[config.mk]
export PLATFORM = sky130hd
export DESIGN_NAME = gps_gate_controller
export DESIGN_NICKNAME = d
export VERILOG_FILES = /design/src/rtl/gps_pkg.sv /design/src/rtl/pulse_synchronizer.sv /design/src/rtl/gps_gate_controller.sv
export SDC_FILE = /design/constraint.sdc
export NUM_CORES = 1
export LEC_CHECK = 0
export BUFFER_PORTS_ARGS = -buffer_cell sky130_fd_sc_hd__buf_2
export CORE_AREA = 5 5 82 84
export CTS_BUF_LIST = sky130_fd_sc_hd__clkbuf_8 sky130_fd_sc_hd__clkbuf_16
export CTS_CLUSTER_DIAMETER = 50
export DETAILED_ROUTE_END_ITERATION = 10
export DIE_AREA = 0 0 87 89
export PLACE_DENSITY = 0.72
export SLEW_MARGIN = 20
export SYNTH_ARGS = -nofsm -noshare
export SYNTH_HDL_FRONTEND = slang
export SYNTH_SLANG_ARGS = --single-unit
[constraint.sdc]
create_clock -name system_clk -period 2.5 [get_ports system_clk]
set_clock_uncertainty 0.2 [all_clocks]
set_input_delay 0.25 -clock system_clk [delete_from_list [all_inputs] [get_ports system_clk]]
set_output_delay 0.25 -clock system_clk [all_outputs]
set_load 0.01 [all_outputs]
[src/rtl/gps_pkg.sv]
// gps_pkg
// Shared definitions for the GPS-disciplined gate sequencer: the gate FSM
// state encoding, the glitch counter width and the default timing constants
// for a 10 MHz system clock (8 M cycles minimum PPS spacing, 12 M cycles
// before PPS is declared missing).
package gps_pkg;

    typedef enum logic [1:0] {
        ST_IDLE    = 2'd0,
        ST_ARM     = 2'd1,
        ST_MEASURE = 2'd2
    } gate_state_t;

    localparam int unsigned GLITCH_COUNT_WIDTH        = 8;
    localparam int unsigned CFG_AVERAGE_WIDTH         = 4;
    localparam int unsigned DEFAULT_TIMER_WIDTH       = 25;
    localparam int unsigned DEFAULT_MIN_PERIOD_CYCLES = 8_000_000;
    localparam int unsigned DEFAULT_TIMEOUT_CYCLES    = 12_000_000;

endpackage

[src/rtl/pulse_synchronizer.sv]
// pulse_synchronizer
// Brings an asynchronous level into the system_clk domain through two
// flip-flops, then keeps one more registered copy so a rising edge can be
// flagged for exactly one cycle.
//
// Ports:
//   system_clk - sampling clock (rising edge)
//   rst_n      - asynchronous active-low reset, clears all stages
//   i_async    - raw asynchronous input
//   o_rise     - one-cycle pulse on a synchronised 0->1 transition
module pulse_synchronizer (
    input  logic system_clk,
    input  logic rst_n,
    input  logic i_async,
    output logic o_rise
);

    logic r_meta;
    logic r_sync;
    logic r_prev;

    // Two-stage synchroniser followed by the delayed copy used for edge detect.
    always_ff @(posedge system_clk or negedge rst_n) begin
        if (!rst_n) begin
            r_meta <= 1'b0;
            r_sync <= 1'b0;
            r_prev <= 1'b0;
        end else begin
            r_meta <= i_async;
            r_sync <= r_meta;
            r_prev <= r_sync;
        end
    end

    assign o_rise = r_sync & ~r_prev;

endmodule

[src/rtl/gps_gate_controller.sv]
// gps_gate_controller
// Opens and closes frequency-measurement gates spanning (cfg_average + 1)
// PPS intervals, rejects PPS edges that arrive too soon after the last
// accepted one, flags a missing PPS, and hands latched results to the SPI
// side with a ready/ack handshake plus overrun detection.
//
// Ports:
//   system_clk, rst_n  - clock and asynchronous active-low reset
//   gps_pulse          - raw PPS pin (asynchronous)
//   enable             - measurement run enable (level)
//   cfg_average        - gate length minus one, in PPS intervals
//   cfg_load           - strobe capturing cfg_average into the shadow register
//   result_ack         - strobe: SPI side has read the result
//   status_clear       - strobe clearing overrun, pps_missing, glitch_count
//   counter_enable     - reference counter runs while high
//   counter_clear      - one-cycle pulse zeroing the reference counter
//   counter_latch      - one-cycle pulse copying the counter into the result
//   result_ready       - a latched result awaits readout
//   overrun            - sticky: result overwritten before ack
//   pps_missing        - sticky: PPS timeout expired during a gate
//   glitch_count       - saturating count of rejected edges
//   state              - current FSM state (IDLE=0, ARM=1, MEASURE=2)
module gps_gate_controller
    import gps_pkg::*;
#(
    parameter int unsigned TIMER_WIDTH       = DEFAULT_TIMER_WIDTH,
    parameter int unsigned MIN_PERIOD_CYCLES = DEFAULT_MIN_PERIOD_CYCLES,
    parameter int unsigned TIMEOUT_CYCLES    = DEFAULT_TIMEOUT_CYCLES
) (
    input  logic                          system_clk,
    input  logic                          rst_n,
    input  logic                          gps_pulse,
    input  logic                          enable,
    input  logic [CFG_AVERAGE_WIDTH-1:0]  cfg_average,
    input  logic                          cfg_load,
    input  logic                          result_ack,
    input  logic                          status_clear,
    output logic                          counter_enable,
    output logic                          counter_clear,
    output logic                          counter_latch,
    output logic                          result_ready,
    output logic                          overrun,
    output logic                          pps_missing,
    output logic [GLITCH_COUNT_WIDTH-1:0] glitch_count,
    output logic [1:0]                    state
);

    localparam logic [TIMER_WIDTH-1:0] MIN_T     = TIMER_WIDTH'(MIN_PERIOD_CYCLES);
    localparam logic [TIMER_WIDTH-1:0] TIMEOUT_T = TIMER_WIDTH'(TIMEOUT_CYCLES);
    localparam logic [TIMER_WIDTH-1:0] TIMER_MAX = '1;

    gate_state_t                    r_state;
    gate_state_t                    w_state_next;
    logic [TIMER_WIDTH-1:0]         r_timer;
    logic [CFG_AVERAGE_WIDTH-1:0]   r_shadow;
    logic [CFG_AVERAGE_WIDTH-1:0]   r_active_avg;
    logic [CFG_AVERAGE_WIDTH-1:0]   r_edge_count;
    logic [CFG_AVERAGE_WIDTH-1:0]   w_active_next;
    logic [CFG_AVERAGE_WIDTH-1:0]   w_edge_count_next;
    logic                           r_counter_enable;
    logic                           r_counter_clear;
    logic                           r_counter_latch;
    logic                           w_clear_next;
    logic                           w_latch_next;
    logic                           r_ready;
    logic                           r_overrun;
    logic                           r_pps_missing;
    logic [GLITCH_COUNT_WIDTH-1:0]  r_glitch_count;
    logic                           w_pps_edge;
    logic                           w_accept;
    logic                           w_glitch;
    logic                           w_timeout;

    pulse_synchronizer u_pps_sync (
        .system_clk (system_clk),
        .rst_n      (rst_n),
        .i_async    (gps_pulse),
        .o_rise     (w_pps_edge)
    );

    // While arming any edge starts the gate; once measuring, an edge must
    // arrive at least MIN_PERIOD_CYCLES after the previous accepted one or it
    // is treated as a glitch. An edge arriving on the timeout cycle itself is
    // accepted, so the timeout only fires when no edge is present.
    assign w_accept  = w_pps_edge && ((r_state == ST_ARM) ||
                       ((r_state == ST_MEASURE) && (r_timer >= MIN_T)));
    assign w_glitch  = w_pps_edge && (r_state == ST_MEASURE) && (r_timer < MIN_T);
    assign w_timeout = enable && (r_state == ST_MEASURE) && !w_accept &&
                       (r_timer == TIMEOUT_T);

    // Interval timer: counts cycles since the last accepted edge, saturating,
    // and parked at zero while idle.
    always_ff @(posedge system_clk or negedge rst_n) begin
        if (!rst_n) begin
            r_timer <= '0;
        end else if ((r_state == ST_IDLE) || w_accept) begin
            r_timer <= '0;
        end else if (r_timer != TIMER_MAX) begin
            r_timer <= r_timer + TIMER_WIDTH'(1);
        end
    end

    // Next-state and strobe decode. Dropping enable wins over everything and
    // discards the partial gate; the gate length is taken from the shadow
    // register only when a gate starts or a boundary is reached.
    always_comb begin
        w_state_next      = r_state;
        w_clear_next      = 1'b0;
        w_latch_next      = 1'b0;
        w_active_next     = r_active_avg;
        w_edge_count_next = r_edge_count;
        if (!enable) begin
            w_state_next = ST_IDLE;
        end else begin
            case (r_state)
                ST_IDLE: begin
                    w_state_next = ST_ARM;
                end
                ST_ARM: begin
                    if (w_accept) begin
                        w_clear_next      = 1'b1;
                        w_edge_count_next = '0;
                        w_active_next     = r_shadow;
                        w_state_next      = ST_MEASURE;
                    end
                end
                ST_MEASURE: begin
                    if (w_accept) begin
                        if (r_edge_count == r_active_avg) begin
                            w_latch_next      = 1'b1;
                            w_clear_next      = 1'b1;
                            w_edge_count_next = '0;
                            w_active_next     = r_shadow;
                        end else begin
                            w_edge_count_next = r_edge_count + CFG_AVERAGE_WIDTH'(1);
                        end
                    end else if (w_timeout) begin
                        w_state_next = ST_ARM;
                    end
                end
                default: begin
                    w_state_next = ST_IDLE;
                end
            endcase
        end
    end

    // FSM state, gate bookkeeping and registered counter controls.
    always_ff @(posedge system_clk or negedge rst_n) begin
        if (!rst_n) begin
            r_state          <= ST_IDLE;
            r_counter_enable <= 1'b0;
            r_counter_clear  <= 1'b0;
            r_counter_latch  <= 1'b0;
            r_edge_count     <= '0;
            r_active_avg     <= '0;
            r_shadow         <= '0;
        end else begin
            r_state          <= w_state_next;
            r_counter_enable <= (w_state_next == ST_MEASURE);
            r_counter_clear  <= w_clear_next;
            r_counter_latch  <= w_latch_next;
            r_edge_count     <= w_edge_count_next;
            r_active_avg     <= w_active_next;
            if (cfg_load) begin
                r_shadow <= cfg_average;
            end
        end
    end

    // Handshake: r_ready remembers an unread result. A latch while an older
    // result is still unread and unacknowledged in that same cycle is an
    // overrun; an ack coinciding with the latch retires only the old result.
    always_ff @(posedge system_clk or negedge rst_n) begin
        if (!rst_n) begin
            r_ready   <= 1'b0;
            r_overrun <= 1'b0;
        end else begin
            if (r_counter_latch) begin
                r_ready <= 1'b1;
            end else if (result_ack) begin
                r_ready <= 1'b0;
            end
            if (r_counter_latch && r_ready && !result_ack) begin
                r_overrun <= 1'b1;
            end else if (status_clear) begin
                r_overrun <= 1'b0;
            end
        end
    end

    // Sticky status: a fresh event in the same cycle as status_clear survives.
    always_ff @(posedge system_clk or negedge rst_n) begin
        if (!rst_n) begin
            r_pps_missing  <= 1'b0;
            r_glitch_count <= '0;
        end else begin
            if (w_timeout) begin
                r_pps_missing <= 1'b1;
            end else if (status_clear) begin
                r_pps_missing <= 1'b0;
            end
            if (w_glitch) begin
                if (status_clear) begin
                    r_glitch_count <= GLITCH_COUNT_WIDTH'(1);
                end else if (r_glitch_count != '1) begin
                    r_glitch_count <= r_glitch_count + GLITCH_COUNT_WIDTH'(1);
                end
            end else if (status_clear) begin
                r_glitch_count <= '0;
            end
        end
    end

    // result_ready must already read high in the cycle the latch strobe is out.
    assign result_ready   = r_ready | r_counter_latch;
    assign counter_enable = r_counter_enable;
    assign counter_clear  = r_counter_clear;
    assign counter_latch  = r_counter_latch;
    assign overrun        = r_overrun;
    assign pps_missing    = r_pps_missing;
    assign glitch_count   = r_glitch_count;
    assign state          = r_state;

endmodule

==> results of run 1 <==
-- where the power goes --
part | switching, mW | internal [mW] | leakage [nW]
combinational | 0.0971 | 0.0934 | 0.715
sequential | 0.0346 | 0.945 | 0.756
clock | 0.297 | 0.354 | 0.0645
-- layer usage --
layer  part of all wire  vias up  GRT usage
li1                   -     1148          -
met1               0.45     1163      0.225
met2               0.49       45      0.309
met3              0.041       12     0.0323
met4              0.014        0     0.0439
met5                  0        -          0
-- cell type report --
class                   instances  area, um^2
fillers                       493        2360
flip-flops and latches         56        1400
repair buffers                 38         273
inverters                      13        48.8
multi-input cells             220        1550
clock buffers                   7        96.3
well taps                      75        93.8
clock inverters                 1        30.0
-- state kept, by name (all words and copies together) (netlist names) --
name	count
r_active_avg	4
glitch_count	8
r_timer	25
u_pps_sync.r_prev	1
counter_latch	1
r_shadow	4
state	2
overrun	1
r_edge_count	4
u_pps_sync.r_sync	1
pps_missing	1
u_pps_sync.r_meta	1
r_ready	1
counter_enable	1
counter_clear	1
-- cell usage in the layout, fill, tap and decap left out, types with 3 or more instances in the layout --
cell type and count:
xor2_1 8, buf_4 3, clkbuf_8 7, nand3_1 17, and4_1 5, nor3_1 4
buf_2 26, xnor2_1 23, or2_1 3, mux2_4 4, o21ai_0 3, nor4_1 7
nor2_1 34, dlygate4sd3_1 6, nand2_1 17, buf_12 3, a2111oi_1 3, and3_1 7
a21oi_1 13, and2_1 6, ha_1 8, nand4b_1 4, a211oi_1 4, nand4_1 10
inv_1 13, mux2_2 4, dfrtp_1 56
-- metrics by stage --
| step | area [um^2] | worst slack, ns | power [mW] | hold slack (ns) |
|---|---|---|---|---|
| 2_1_floorplan | 3100 | 0.365 | 1.12 | -0.246 |
| 3_3_place_gp | 3300 | 0.218 | 1.17 | 0.0424 |
| 3_5_place_dp | 3300 | 0.180 | 1.18 | 0.0404 |
| 4_1_cts | 3490 | 0.168 | 1.84 | 0.0124 |
| 5_1_grt | 3490 | 0.0362 | 1.90 | 0.0352 |
| 6_report | 3490 | 0.155 | 1.82 | 0.0262 |
-- logic make-up after synthesis --
family	Yosys count	synth area share
flip-flops	56	0.452
AO/OA/AOI/OAI	45	0.118
adder cells (fa/ha/maj)	8	0.0323
buffers and inverters	29	0.0500
AND/OR/NAND/NOR	126	0.220
multiplexers	10	0.0407
XOR/XNOR	31	0.0875
-- final timing paths --
check	startpoint	to	slack, ns
min	status_clear	glitch_count[7]	0.03
min in group asynchronous	rst_n	r_edge_count[0]	0.22
max in group asynchronous	rst_n	r_timer[15]	1.32
max reg2reg	r_timer[20]	r_active_avg[3]	0.15
max	r_timer[20]	r_active_avg[3]	0.15
min reg2reg	u_pps_sync.r_meta	u_pps_sync.r_sync	0.16
-- worst max-delay path, delay by kind of cell (launching register included) --
kind / cells / cell delay, ns
flip-flops: 1 / 0.46
AO/OA/AOI/OAI: 2 / 0.75
multiplexers: 1 / 0.33
AND/OR/NAND/NOR: 2 / 0.50
==> results_dict.tcl, run 1 <==
set metrics [dict create \
    status "complete, no violations" \
    cts_tree "done" \
    post_cts_resized 0 \
    cts_max_path_buffers 2 \
    gp_congestion 0.835 \
    rsz0062_at_grt "no" \
    syn_to_final_growth_pct 12.5 \
    worstMarginPinSlew_ns 0.562 \
    core_area_mm2 0.00585 \
    die_x_um 87 \
    cts_buffers 5 \
    first_pass_iters 4 \
    wirelength_um 6180 \
    post-dp-hpwl_um 4370 \
    synthArstFlopShare 1.00 \
    start_util 0.530 \
    postCtsHoldBufs 6 \
    ios 27 \
    final_max_slew_viol_count 0 \
    synth_fp_nets 324 \
    synth_top_area_share 0.452 \
    die-area_mm2 0.00774 \
    setup_viol 0 \
    path_cells "nand3_1, a311oi_4, o2bb2ai_4, and3_1, mux2_4" \
    drive_above_1_share 0.170 \
    relSlewSlack 0.625 \
    cts-htree-levels 2 \
    synth_flop_cell "dfrtp_1" \
    worstHoldPathCells 2 \
    timing.fmax_mhz 426 \
    synth_edf_count 0 \
    post_cts_buffers 0 \
    final-hold-violation-count 0 \
    clk_pin_slew_ns 0.10 \
    clock_sinks 56 \
    die_height_um 89 \
    placed_cells 396 \
    synth_area_per_cell_um2 10.2 \
    vdd_drop_max_v 0.000268 \
    antenna_found_initial 0 \
    synth_top_cell_by_area "dfrtp_1" \
    synth_cell_types 54 \
    ys_seq_area_frac 0.452 \
    final_cells 410 \
    fin_util 0.596 \
    synth.top_cells.by_count "dfrtp_1 (56), nor2_1 (34), xnor2_1 (23)" \
    clockRootBuffer "clkbuf_8" \
    grt_usage 0.176 \
    power.density_mw_per_mm2 522 \
    max_stage_delay_ns 0.53 \
    worstSkewPairLatency_ns 0.31 \
    postRouteAntennaNets 0 \
    fin_crit_sh 0.938 \
    syn_area_mm2 0.00310 \
    finalCriticalPeriod_ns 2.35 \
    viasPerCell 5.78 \
    crit_arrival_ns 2.35 \
    ys_warn_count 0 \
    grt_max_degree 37 \
    wl_per_cell_um 15.1 \
    leakage_nw 1.54 \
    grt_pass1_wl_um 11000 \
    n_antenna_cell 0 \
    rows 28 \
    netlist_instances 305 \
    min_path_type "in2reg" \
    nets 353 \
    synth.area.top_cells "dfrtp_1 (45%), xnor2_1 (6.5%), nor2_1 (4.1%)" \
    cp_max_fo 9 \
    grt_overflow 0 \
    endpoint_kind "flip-flop" \
    vias 2368 \
    drt_iter0_drc 79 \
    drc 0 \
    crit_required_ns 2.50 \
    worst_setup_path_start_kind "flip-flop" \
    worstSetupPathType "reg2reg" \
    cap_violations 0 \
    crit_path_top_delay_cell "a311oi_4" \
    grt_pass1_vias 2389 \
    ys_seq_elements 56 \
    portBuffers 26 \
    synthMostInstantiatedCell "dfrtp_1" \
    r2r_cells 5 \
    setup_tns_ns 0 \
]
(Power assumes the default switching activity.)
==> run 2: changes to the inputs <==
GPL_ROUTABILITY_DRIVEN = 0   (was default)
PLACE_DENSITY = 0.71   (was 0.72)
SLEW_MARGIN = 30   (was 20)
==> run 2 against run 1 <==
Die area is the same. Non-clock buffer count grew 1. Flip-flop and latch count unchanged. Core utilization down 0.26 points. Hold slack worse by 0.0035 ns. Maximum frequency increased by 0.11%. Worst setup slack improved by 0.0027 ns. Via count decreased by 2.0%. Sequential power hardly changed. Combinational power hardly changed. Sequential share of layout area grew 0.17 points. Critical endpoint is now r_active_avg[0]. Largest cell class unchanged. Largest power group unchanged.
==> results_dict.tcl, run 2 (synthesis gave the netlist of run 1 again) <==
set metrics [dict create \
    ios 27 \
    setup_viol 0 \
    max_stage_delay_ns 0.53 \
    postRouteAntennaNets 0 \
    pre_cts_slack_ns 0.159 \
    post-dp-hpwl_um 4420 \
    die_x_um 87 \
    cts_max_path_buffers 2 \
    nets 354 \
    drc 0 \
    holdPathEnd "r_ready" \
    syn_to_final_growth_pct 12.0 \
    die_height_um 89 \
    placed_cells 397 \
    wl_per_cell_um 14.8 \
    drive_above_1_share 0.173 \
    final-hold-violation-count 0 \
    r2r_end "r_active_avg[0]" \
    crit_path_top_delay_cell "a311oi_4" \
    grt_pass1_vias 2324 \
    cts_buffers 5 \
    portBuffers 26 \
    largest_reg_flops 25 \
    cp_max_fo 9 \
    hold_start "result_ack" \
    timing.fmax_mhz 427 \
    power.density_mw_per_mm2 511 \
    antenna_found_initial 0 \
    worst_setup_path_start_kind "flip-flop" \
    grt_max_degree 39 \
    grt_pass1_wl_um 10800 \
    clockRootBuffer "clkbuf_8" \
    n_antenna_cell 0 \
    vias 2321 \
    rsz0062_at_grt "no" \
    fin_crit_sh 0.937 \
    rows 28 \
    grt_overflow 0 \
    layout_common_cells "dfrtp_1 (56), nor2_1 (34), buf_2 (26), xnor2_1 (23)" \
    r2r_start "r_timer[20]" \
    viasPerCell 5.65 \
    wirelength_um 6100 \
    final_max_slew_viol_count 0 \
    worstMarginPinSlew_ns 0.555 \
    cts-htree-levels 2 \
    post_cts_buffers 0 \
    grt_usage 0.172 \
    worstHoldPathCells 3 \
    crit_arrival_ns 2.36 \
    core_area_mm2 0.00585 \
    setup_tns_ns 0 \
    min_path_type "in2reg" \
    vdd_drop_max_v 0.000257 \
    r2r_slack_ns 0.16 \
    die-area_mm2 0.00774 \
    leakage_nw 1.53 \
    crit_required_ns 2.51 \
    final_cells 411 \
    relSlewSlack 0.630 \
    clock_sinks 56 \
    cap_violations 0 \
    final_common_cell "dfrtp_1" \
    drt_iter0_drc 83 \
    worstSkewPairLatency_ns 0.31 \
    path_cells "nand3_1, a311oi_4, o2bb2ai_4, and3_1, mux2_4" \
    start_util 0.530 \
    endpoint_kind "flip-flop" \
    finalCriticalPeriod_ns 2.34 \
    first_pass_iters 4 \
    status "complete, no violations" \
    clk_pin_slew_ns 0.11 \
    r2r_cells 5 \
    top_register "r_timer" \
    total_power_mw 1.77 \
    cts_tree "done" \
    fin_ws_ns 0.157 \
    worstSetupPathType "reg2reg" \
]
## run 2: where the power goes
part / leakage, nW / internal (mW) / switching (mW)
Combinational: 0.718 / 0.0944 / 0.0933
Sequential: 0.756 / 0.945 / 0.0330
Clock: 0.0583 / 0.302 / 0.306
## run 2: what timing repair did
item,CTS,global route
hold endpoints to repair,23,0
hold buffers,6,0
gates resized for setup,0,0
## run 2: final cells by class
type,instances,area (um^2)
well taps,75,93.8
multi-input cells,220,1550
fillers,507,2380
inverters,13,48.8
repair buffers,39,268
flip-flops and latches,56,1400
clock inverters,3,47.5
clock buffers,5,68.8
## run 2: metrics by stage
stage / utilization / hold slack [ns] / area (um^2)
2_1_floorplan: - / -0.246 / 3100
3_3_place_gp: 0.564 / 0.0250 / 3300
3_5_place_dp: 0.564 / 0.0218 / 3300
4_1_cts: 0.594 / 0.0112 / 3470
5_1_grt: 0.594 / 0.0135 / 3470
6_report: 0.594 / 0.0227 / 3470
## run 2: critical path, delay by kind of cell, from the launching register on
kind            cells  cell delay (ns)
compound gates      2             0.75
flops               1             0.46
mux                 1             0.32
simple gates        2             0.50
## run 2: metal layers
metal	wire, um	part of all wire	track usage	vias to the layer above
li1	-	-	-	1145
met3	203	0.033	0.0323	8
met2	3000	0.49	0.300	25
met1	2800	0.46	0.216	1143
met5	0	0	0	-
met4	88	0.014	0.0567	0
## run 2: how the worst max path moves through the flow
stage	from	to	slack [ns]	cells past startpoint
2_1_floorplan	r_timer[12]	r_active_avg[0]	0.36	7
3_3_place_gp	r_timer[9]	r_active_avg[1]	0.22	5
3_5_place_dp	r_timer[20]	r_active_avg[2]	0.16	5
4_1_cts	r_timer[20]	r_active_avg[2]	0.16	5
5_1_grt	r_timer[20]	r_active_avg[3]	0.05	5
6_report	r_timer[20]	r_active_avg[0]	0.16	5
